$ cat src/rtl/lif_neuron.sv
// Leaky integrate-and-fire neuron: saturating signed membrane potential, shift leak per tick,
// threshold spike with programmable refractory period. Define LIF_SPIKE_COUNT_EN to build spikeCount.
module lif_neuron #(
    parameter int IN_WIDTH     = 8,
    parameter int POT_WIDTH    = 12,
    parameter int THRESHOLD    = 100,
    parameter int LEAK_SHIFT   = 2,
    parameter int REFRAC_TICKS = 2,
    parameter int CNT_WIDTH    = 16
) (
    input  logic                 clk,
    input  logic                 rst,
    input  logic [IN_WIDTH-1:0]  sumIn,
    input  logic                 inValid,
    input  logic                 tick,
    output logic                 spike,
    output logic [POT_WIDTH-1:0] potential,
    output logic                 refractory,
    output logic [CNT_WIDTH-1:0] spikeCount
);

    typedef enum logic {INTEG, REFRAC} state_t;

    localparam int RC_W = (REFRAC_TICKS < 2) ? 1 : $clog2(REFRAC_TICKS + 1);
    localparam logic signed [POT_WIDTH-1:0] THRESH  = POT_WIDTH'(THRESHOLD);
    localparam logic signed [POT_WIDTH-1:0] POT_MAX = {1'b0, {(POT_WIDTH-1){1'b1}}};
    localparam logic signed [POT_WIDTH-1:0] POT_MIN = {1'b1, {(POT_WIDTH-1){1'b0}}};

    state_t                       state_reg;
    logic signed [POT_WIDTH-1:0]  pot_reg;
    logic                         spike_reg;
    logic [RC_W-1:0]              rc_reg;

    logic signed [POT_WIDTH:0]    sum_wide;
    logic signed [POT_WIDTH-1:0]  acc;
    logic signed [POT_WIDTH-1:0]  lk;
    logic                         fire_now;

    // One guard bit above the potential makes overflow visible as a mismatch of the top two bits.
    always_comb begin
        sum_wide = {pot_reg[POT_WIDTH-1], pot_reg}
                 + {{(POT_WIDTH+1-IN_WIDTH){sumIn[IN_WIDTH-1]}}, sumIn};
        acc = pot_reg;
        if (inValid) begin
            if (sum_wide[POT_WIDTH] != sum_wide[POT_WIDTH-1])
                acc = sum_wide[POT_WIDTH] ? POT_MIN : POT_MAX;
            else
                acc = sum_wide[POT_WIDTH-1:0];
        end
        if (LEAK_SHIFT == 0)
            lk = acc;
        else
            lk = acc - (acc >>> LEAK_SHIFT);
        fire_now = (state_reg == INTEG) && tick && (lk >= THRESH);
    end

    always_ff @(posedge clk) begin
        if (rst) begin
            state_reg <= INTEG;
            pot_reg   <= '0;
            spike_reg <= 1'b0;
            rc_reg    <= '0;
        end else begin
            spike_reg <= 1'b0;
            case (state_reg)
                INTEG: begin
                    if (fire_now) begin
                        spike_reg <= 1'b1;
                        pot_reg   <= '0;
                        if (REFRAC_TICKS > 0) begin
                            state_reg <= REFRAC;
                            rc_reg    <= RC_W'(REFRAC_TICKS);
                        end
                    end else if (tick) begin
                        pot_reg <= lk;
                    end else begin
                        pot_reg <= acc;
                    end
                end
                REFRAC: begin
                    // Input is ignored while refractory; only ticks advance the hold-off.
                    pot_reg <= '0;
                    if (tick) begin
                        rc_reg <= rc_reg - 1'b1;
                        if (rc_reg == RC_W'(1))
                            state_reg <= INTEG;
                    end
                end
                default: state_reg <= INTEG;
            endcase
        end
    end

    assign spike      = spike_reg;
    assign potential  = pot_reg;
    assign refractory = (state_reg == REFRAC);

`ifdef LIF_SPIKE_COUNT_EN
    logic [CNT_WIDTH-1:0] count_reg;

    always_ff @(posedge clk) begin
        if (rst)
            count_reg <= '0;
        else if (fire_now && (count_reg != {CNT_WIDTH{1'b1}}))
            count_reg <= count_reg + 1'b1;
    end

    assign spikeCount = count_reg;
`else
    assign spikeCount = '0;
`endif

endmodule

$ cat config.mk
export PLATFORM = sky130hd
export DESIGN_NAME = lif_neuron
export DESIGN_NICKNAME = d
export VERILOG_FILES = /design/src/rtl/lif_neuron.sv
export SDC_FILE = /design/constraint.sdc
export NUM_CORES = 1
export LEC_CHECK = 0
export ABC_CLOCK_PERIOD_IN_PS = 6240
export BUFFER_PORTS_ARGS = -buffer_cell sky130_fd_sc_hd__buf_2
export CAP_MARGIN = 20
export CORE_UTILIZATION = 30
export DETAILED_ROUTE_END_ITERATION = 8
export PLACE_DENSITY = 0.5
export SETUP_SLACK_MARGIN = 0.15
export SYNTH_ARGS = -nofsm -noshare
export SYNTH_HDL_FRONTEND = slang
export SYNTH_SLANG_ARGS = --single-unit
$ cat constraint.sdc
create_clock -name clk -period 6.24 [get_ports clk]
set_input_delay 1.248 -clock clk [delete_from_list [all_inputs] [get_ports clk]]
set_output_delay 1.248 -clock clk [all_outputs]
set_load 0.1 [all_outputs]
==> metrics.md, run 1 <==
| Metric | Value |
|---|---|
| Max Buffers Root-to-Sink | 2 |
| Synth Instances | roughly 260 |
| Critical path class | input port to register |
| Worst Path Max Fanout | 3 |
| Initial antenna violation count | 0 |
| Fin. max-slew vios | 0 |
| Avg Cell Area, Syn | 8.36 um2 |
| Vias in the first global route | 1779 |
| Routed wire length per instance | around 13 um |
| Fmax | 172 MHz |
| Vias/cell | between 4 and 5 |
| Hold WC Path Type | register to register |
| EDFF count, synth | 0 |
| Share of cells above drive strength 1 | 27.6% |
| Post-DP HPWL | around 4300 um |
| Clock skew | around 0.0075 ns |
| Number of placement rows | 30 |
| CTS tree | done |
| Core Region | 0.00687 mm2 |
| Period minus WS final | between 5 and 6 ns |
| Area delta synth->final | 18.3% |
| Die width | 86.8 um |
| Ranking of synthesized cells by area | dfxtp_1 15%, ha_1 13%, buf_4 5.6% |
| Async S/R FF share, synth | 0% |
| Top Ports | 42 |
| RSZ-0062 raised after global routing | no |
| Max Cap Viol | 0 |
| DR DRC count | 0 |
| Inserted Diodes | 0 |
| Nets | ~340 |
| Pre-Repair DR Iteration Count | 4 |
| Post-synthesis sequential area ratio | between 10% and 20% |
| Clk sinks | 16 |
| Critical Path RT | between 6 and 7 ns |
| Final setup vio count | 0 |
| DRT iter0 DRCs | 76 |
| Final ANT Viol Nets | 0 |
| Post-synth top area share | between 10% and 20% |
| Arrival time at the worst endpoint | between 5 and 6 ns |
| Distinct cell type count after synthesis | 64 |
| Total gr overflow | 0 |
| Status | finished, final reports clean |
| Synthesized flop and latch total | 16 |
| Cell accounting for the most synthesized area | dfxtp_1 |
| CTS Buf Count | 3 |
| CP Capture Type | register |
| Initial Util | between 30% and 40% |
| Die area | 0.00753 mm2 |
| Root buffer cell | clkbuf_8 |
| Final setup TNS | 0 ns |
| Post-synth top cells | 23 x ha_1, 23 x nor2_1, 19 x nand2_1 |
| Startpoint types | input port |
| Via Count | between 1500 and 2000 |
| Largest net degree at the start of global routing | 21 |
| Port bufs | 25 |
| Warnings, synthesis | 0 |
| Clock-pin slew on the worst setup and hold paths | around 0.060 ns |
| Final wirelength | approximately 5300 um |
| Worst skew pair latency | 0.26 ns |
| Deepest level of the CTS H-tree | 1 |
| Gpl congestion | 0.793 |
| Max FFs per register | 12 |
| Prevailing post-synth register cell | dfxtp_1 |
| First-pass GRT wire length | between 8000 and 9000 um |
| Synthesized area | between 0.002 and 0.0025 mm2 |
| Fin crit share | 93.2% |
| Chip Height | just under 90 um |
| GRT Util Overall | ~15% |
| Final Hold Vio Count | 0 |
## repair_timing
action	in CTS	in global routing
hold buffers	0	0
setup endpoints to repair	0	15
gates resized for setup	0	12
buffers inserted	0	1
## routing by layer
layer  routed length (um)  part of all wire (%)  global-route usage (%)  vias to the layer above
met5                    0                     0                       0                        -
met3                  133                   2.5                    1.24                        4
met1                 2620                    50                    20.3                      879
met2                 2460                    47                    23.8                       34
met4                   68                   1.3                    5.15                        0
li1                     -                     -                       -                      977
## layout by cell type (no fill, tap or decap), types with 6 or more instances in the layout
| cell | instances |
|---|---|
| ha_1 | 22 |
| a21o_1 | 6 |
| a211oi_2 | 7 |
| inv_1 | 14 |
| o21a_1 | 6 |
| xor2_1 | 8 |
| conb_1 | 16 |
| a21oi_1 | 11 |
| xnor2_1 | 10 |
| dfxtp_1 | 16 |
| nor2_1 | 23 |
| buf_2 | 25 |
| buf_4 | 16 |
| nor2b_1 | 6 |
| nand2_1 | 19 |
## through the flow
stage               hold WS [ns]  std cells  util, %  cell area [um2]  setup WS (ns)
finish                     0.594        393     37.2             2550          0.424
global route               0.621        393     37.2             2550          0.150
CTS                        0.592        392     36.2             2480          0.170
detailed placement         0.577        389     35.6             2440        -0.0692
global placement           0.573        389     35.6             2440        -0.0452
floorplan                  0.557        273        -             2210          0.322
## worst max-delay path, stage by stage
cell      delay, ns
buf_2          0.10
ha_1           0.25
fa_1           0.40
a211oi_1       0.30
and4bb_1       0.26
a211oi_4       0.23
a21oi_4        0.09
maj3_1         0.36
mux2i_2        0.22
ha_1           0.21
inv_1          0.05
fa_1           0.39
nand2_1        0.07
nand2_1        0.05
a21oi_1        0.19
o21bai_1       0.12
a31oi_2        0.19
maj3_4         0.26
mux2i_4        0.27
xor2_1         0.11
o311a_1        0.38
o221a_1        0.21
## area by class of cell
class                           instances  area [um2]
Fill cell                             750        4320
Multi-Input combinational cell        221        1750
Tap cell                               96         120
Sequential cell                        16         320
Timing Repair Buffer                   42         265
Clock buffer                            3        41.3
Inverter                               15        56.3
## final timing paths
path	depth (start not counted)	endpoint	slack, ns	startpoint
min reg2reg	1	refractory$_SDFF_PP0_	0.59	refractory$_SDFF_PP0_
max reg2reg	21	rc_reg[1]$_SDFFE_PP0P_	1.18	potential[0]$_SDFF_PP0_
max	22	rc_reg[1]$_SDFFE_PP0P_	0.42	sumIn[0]
min	1	refractory$_SDFF_PP0_	0.59	refractory$_SDFF_PP0_
## logic make-up (layout without fill, tap and decap cells)
group	count (synthesis)	in the layout	synth area share [%]
AOI/OAI and AO/OA	75	75	29.3
buffers and inverters	36	60	9.45
and+or+nand+nor	79	79	19.3
other	1	16	0.174
DFF	16	16	14.8
muxes	4	4	2.49
xor gates and xnor gates	20	20	8.12
adders and majority gates	27	27	16.3
Power of run 1 is left out: the tool's default activity adds up to more than one toggle a clock period on the data nets, which glitch-free logic cannot reach.
==> inputs of run 2 (changes only) <==
--- a/config.mk
+++ b/config.mk
@@ -8,9 +8,9 @@
 export ABC_CLOCK_PERIOD_IN_PS = 6240
 export BUFFER_PORTS_ARGS = -buffer_cell sky130_fd_sc_hd__buf_2
 export CAP_MARGIN = 20
-export CORE_UTILIZATION = 30
+export CORE_UTILIZATION = 51
 export DETAILED_ROUTE_END_ITERATION = 8
-export PLACE_DENSITY = 0.5
+export PLACE_DENSITY = 0.78
 export SETUP_SLACK_MARGIN = 0.15
 export SYNTH_ARGS = -nofsm -noshare
 export SYNTH_HDL_FRONTEND = slang
==> run 2 against run 1 <==
Net effect:
- critical endpoint unchanged
- clock skew decreased by 0.0015 ns
- via count increased by 0.79%
- die area decreased by 40%
==> metrics.md, run 2 (synthesis gave the netlist of run 1 again) <==
| Metric | Value |
|---|---|
| Total gr overflow | 0 |
| Die width | ~67 um |
| DR DRC count | 0 |
| Period minus WS final | 5.88 ns |
| Fmax | roughly 170 MHz |
| Final setup vio count | 0 |
| Critical path class | input port to register |
| Gpl congestion | between 0.8 and 0.9 |
| Critical Path RT | 6.38 ns |
| Commonest non-fill, non-tap cell in the layout | buf_2 |
| Util after Layout | 61.4% |
| First-pass GRT wire length | 7450 um |
| Hold Startpoint | refractory$_SDFF_PP0_ |
| Setup WS pre-CTS | -0.149 ns |
| Max FFs per register | 12 |
| Area delta synth->final | 14.7% |
| Post-DP HPWL | 3750 um |
| Design area | about 0.0025 mm2 |
| Vias in the first global route | 1693 |
| Clock-pin slew on the worst setup and hold paths | around 0.06 ns |
| Vias/cell | around 5.6 |
| Initial Util | 53.5% |
| Final ANT Viol Nets | 0 |
| Share of cells above drive strength 1 | 27.4% |
| Reg2Reg Depth | 21 |
| Worst hold path depth | 1 |
| Top Ports | 42 |
| Setup ws final | ~0.36 ns |
| Routed wire length per instance | roughly 14 um |
| R2R Setup Slk | ~1.1 ns |
| Largest net degree at the start of global routing | 21 |
| Placed cell count | between 300 and 400 |
| Worst skew pair latency | between 0.2 and 0.3 ns |
| Max Buffers Root-to-Sink | 2 |
| Core Region | 0.00403 mm2 |
| Port bufs | 25 |
| Hold Path End | refractory$_SDFF_PP0_ |
| Max Cap Viol | 0 |
| Nets | 331 |
| Chip Height | between 60 and 70 um |
| Deepest level of the CTS H-tree | 1 |
| Final wirelength | 4820 um |
| Fin. max-slew vios | 0 |
| Die area | 0.00449 mm2 |
| Startpoint types | input port |
| Most frequent cells in the layout | 25 x buf_2, 23 x nor2_1, 21 x ha_1, 19 x nand2_1 |
| GRT Util Overall | 21.8% |
| DRT iter0 DRCs | 68 |
| Reg2reg start | potential[8]$_SDFF_PP0_ |
| Hold WC Path Type | register to register |
| CP Capture Type | register |
| Root buffer cell | clkbuf_8 |
| Status | finished, final reports clean |
| Clk sinks | 16 |
| Final Non-Filler Cells | about 340 |
| CTS Buf Count | 3 |
| Final Hold Vio Count | 0 |
| Clock skew | roughly 0.0059 ns |
| Worst Path Max Fanout | 6 |
| CTS tree | done |
| Arrival time at the worst endpoint | ~6 ns |
| Fin crit share | between 90 and 100% |
| Pre-Repair DR Iteration Count | 4 |
| Cell Area, Placed | 0.00234 mm2 |
| Critical R2R Capture | rc_reg[1]$_SDFFE_PP0P_ |
| Inserted Diodes | 0 |
| Via Count | 1909 |
| RSZ-0062 raised after global routing | no |
| Initial antenna violation count | 0 |
| Number of placement rows | 23 |
-- run 2: changes by cell type in the layout (fill, tap and decap cells not counted), sizes merged --
cell / change
buf: -5
-- run 2: what timing repair did --
| item | 4_1_cts | 5_1_grt |
|---|---|---|
| resized for setup | 2 | 13 |
| endpoints found under the setup margin | 9 | 15 |
| gates cloned | 0 | 0 |
| hold endpoints to repair | 0 | 0 |
| hold buffers | 0 | 0 |
| buffers inserted | 0 | 2 |
| pin swaps | 0 | 3 |
-- run 2: final cells by class --
class                   count  area, um2
well taps                  50       62.6
repair buffers             37        228
multi-input cells         221       1770
clock buffers               3       41.3
flip-flops and latches     16        320
fillers                   364       1550
inverters                  15       56.3
-- run 2: critical path, cell delays in order --
cell and delay, ns:
buf_2 0.14, ha_2 0.34, a21o_1 0.20, nor3_2 0.16, or3b_4 0.41, a21o_2 0.20
and2_1 0.17, maj3_1 0.37, mux2i_2 0.22, ha_2 0.23, inv_1 0.05, fa_1 0.39
nand2_1 0.08, nand2_1 0.07, a21oi_2 0.17, o21bai_1 0.11, a31oi_2 0.25, maj3_4 0.25
mux2i_4 0.27, xor2_1 0.12, o311a_1 0.38, o221a_1 0.21
-- run 2: metal layers --
metal  vias up  GRT usage, %  part of all wire, %
met5         -             0                    0
met4         0          7.45                  1.6
met3         8          1.88                  3.2
met2        44          38.0                   48
met1       888          27.4                   47
li1        969             -                    -
-- run 2: worst max path at each step --
stage,slack [ns],from,end
finish,0.36,sumIn[7],rc_reg[1]$_SDFFE_PP0P_
floorplan,0.32,sumIn[0],rc_reg[1]$_SDFFE_PP0P_
CTS,0.16,sumIn[7],potential[5]$_SDFF_PP0_
detailed placement,-0.15,sumIn[7],potential[10]$_SDFF_PP0_
global placement,-0.01,sumIn[0],potential[10]$_SDFF_PP0_
global route,0.12,sumIn[0],potential[10]$_SDFF_PP0_
-- run 2: per-stage QoR --
| step | hold WS (ns) | TNS, ns |
|---|---|---|
| floorplan | 0.557 | 0 |
| global placement | 0.556 | -0.0146 |
| detailed placement | 0.587 | -1.56 |
| CTS | 0.607 | 0 |
| global route | 0.617 | 0 |
| finish | 0.602 | 0 |
Power of run 2 is left out for the same reason.
==> inputs of run 3 (changes only) <==
--- a/config.mk
+++ b/config.mk
@@ -5,12 +5,14 @@
 export SDC_FILE = /design/constraint.sdc
 export NUM_CORES = 1
 export LEC_CHECK = 0
+export ABC_AREA = 1
 export ABC_CLOCK_PERIOD_IN_PS = 6240
 export BUFFER_PORTS_ARGS = -buffer_cell sky130_fd_sc_hd__buf_2
 export CAP_MARGIN = 20
 export CORE_UTILIZATION = 51
 export DETAILED_ROUTE_END_ITERATION = 8
-export PLACE_DENSITY = 0.78
+export MAX_ROUTING_LAYER = met4
+export PLACE_DENSITY = 0.77
 export SETUP_SLACK_MARGIN = 0.15
 export SYNTH_ARGS = -nofsm -noshare
 export SYNTH_HDL_FRONTEND = slang
==> run 3 against run 2 <==
Net effect:
- critical path depth is 4 higher
- routed wire length is 2.5% lower
- critical endpoint is now potential[10]$_SDFF_PP0_
- critical path type unchanged
- register-to-register slack better by 0.44 ns
- clock skew is 0.0044 ns lower
- final cell count is 19% higher
- die area is 1.6% higher
==> metrics.md, run 3 <==
| Metric | Value |
|---|---|
| Post-synthesis sequential area ratio | between 10% and 20% |
| Root buffer cell | clkbuf_8 |
| First-pass GRT wire length | 7850 um |
| Sequential cell area | between 300 and 400 um2 |
| Critical path class | input port to register |
| Die area | roughly 0.0046 mm2 |
| Largest net degree at the start of global routing | 20 |
| EDFF count, synth | 0 |
| Synth Instances | between 300 and 400 |
| Post-DP HPWL | 4090 um |
| Via Count | between 2000 and 2500 |
| Ranking of synthesized cells by area | dfxtp_1 15%, nand2_1 13%, ha_1 13% |
| Commonest non-fill, non-tap cell in the layout | nand2_1 |
| Port bufs | 25 |
| Vias in the first global route | approximately 1900 |
| Synthesized flop and latch total | 16 |
| Synthesized area | 0.00219 mm2 |
| Post-synth top cells | 77 x nand2_1, 37 x inv_1, 30 x nor2_1 |
| Fin. max-slew vios | 0 |
| Vias/cell | ~5.0 |
| Final setup vio count | 0 |
| Gpl congestion | a little under 0.9 |
| Clock skew | ~0.0016 ns |
| Final ANT Viol Nets | 0 |
| Post-synth top area share | between 10 and 15% |
| Worst hold path depth | 1 |
| Multi-input gate area | 0.00163 mm2 |
| Post-CTS Resized | 0 |
| Postcts setup bufs | 0 |
| Worst Path Max Fanout | 11 |
| Pre-Repair DR Iteration Count | 4 |
| Max FFs per register | 12 |
| Startpoint types | input port |
| Warnings, synthesis | 0 |
| Count leader, synth | nand2_1 |
| Max Cap Viol | 0 |
| Cell accounting for the most synthesized area | dfxtp_1 |
| Top Ports | between 40 and 50 |
| Total gr overflow | 0 |
| CTS Buf Count | 3 |
| Prevailing post-synth register cell | dfxtp_1 |
| Nets | roughly 390 |
| Worst skew pair latency | ~0.24 ns |
| Reg2Reg Depth | 25 |
| CP max stage delay | about 0.44 ns |
| DRT iter0 DRCs | 70 |
| Critical Path RT | approximately 6.4 ns |
| Area delta synth->final | 6.96% |
| Die width | a little under 70 um |
| Initial antenna violation count | 0 |
| GRT Util Overall | roughly 23% |
| Most frequent cells in the layout | 77 x nand2_1, 37 x inv_1, 30 x nor2_1, 25 x buf_2, 23 x ha_1 |
| Max Buffers Root-to-Sink | 2 |
| Top delay family on crit path | simple AND/OR/NAND/NOR gates |
| CTS tree | done |
| Status | finished, final reports clean |
| Inserted Diodes | 0 |
| Clk sinks | 16 |
| Period minus WS final | approximately 5.5 ns |
| DR DRC count | 0 |
| Final wirelength | about 4700 um |
| Fmax | about 180 MHz |
| Number of placement rows | 23 |
| Routed wire length per instance | around 12 um |
| Clock-pin slew on the worst setup and hold paths | 0.06 ns |
| RSZ-0062 raised after global routing | no |
| Hold WC Path Type | register to register |
| Levels on crit path | 26 |
| # hold bufs at CTS | 0 |
| Deepest level of the CTS H-tree | 1 |
| CP Capture Type | register |
| Final setup TNS | 0 ns |
| Final Hold Vio Count | 0 |
| Chip Height | 67.6 um |
| Initial Util | a little over half |
| Slowest-stage cell, CP | or3b_2 |
| CP Buf/Inv Count | 2 |
| FILL cells | 389 |
| Avg Cell Area, Syn | 6.61 um2 |
| Arrival time at the worst endpoint | about 5.6 ns |
| Core Region | 0.00406 mm2 |
| Async S/R FF share, synth | 0% |
| Fin crit share | 87.6% |
| Share of cells above drive strength 1 | approximately a fifth |
| Distinct cell type count after synthesis | 32 |
## run 3: changes by cell type after synthesis, moves of 9 or more
| cell | change |
|---|---|
| a211oi_2 | -9 |
| inv_1 | +23 |
| nand2_1 | +58 |
| nand2_2 | +15 |
| nand3_1 | +14 |
| nor2_2 | +11 |
## run 3: area by class of cell
type                    count  area share [%]
multi-input cells         272            69.6
flip-flops and latches     16            13.7
inverters                  38            6.08
repair buffers             26            5.65
well taps                  50            2.67
clock buffers               4            2.35
## run 3: per-layer routing
metal / GRT usage, % / vias up / wire [um]
met3: 2.03 / 6 / 88
met4: 6.65 / 0 / 68
met2: 41.0 / 28 / 2320
met5: - / - / 0
met1: 27.4 / 898 / 2220
li1: - / 1087 / -
## run 3: path summary, 6_finish.rpt
path | startpoint | end | slack (ns)
worst min register to register | rc_reg[0]$_SDFFE_PP0P_ | rc_reg[0]$_SDFFE_PP0P_ | 0.49
worst min-delay path | rc_reg[0]$_SDFFE_PP0P_ | rc_reg[0]$_SDFFE_PP0P_ | 0.49
worst max register to register | potential[0]$_SDFF_PP0_ | potential[10]$_SDFF_PP0_ | 1.56
worst max-delay path | sumIn[0] | potential[10]$_SDFF_PP0_ | 0.78
## run 3: through the flow
stage / setup WS [ns] / hold WS [ns] / std cells / util (%) / cell area [um2]
final: 0.775 / 0.490 / 406 / 57.8 / 2350
after global routing: 0.440 / 0.519 / 406 / 57.8 / 2350
after CTS: 0.813 / 0.494 / 406 / 57.8 / 2350
after detailed placement: 0.551 / 0.485 / 402 / 56.5 / 2290
after global placement: 0.715 / 0.461 / 402 / 56.5 / 2290
after floorplan: 1.10 / 0.437 / 347 / - / 2250
## run 3: logic make-up after synthesis
logic type,share of synthesized area [%]
and+or+nand+nor,35.1
buffers and inverters,13.5
AOI/OAI and AO/OA,16.0
adders and majority gates,14.9
DFF,14.6
xor gates and xnor gates,5.59
other,0.171
Power of run 3 is left out for the same reason.
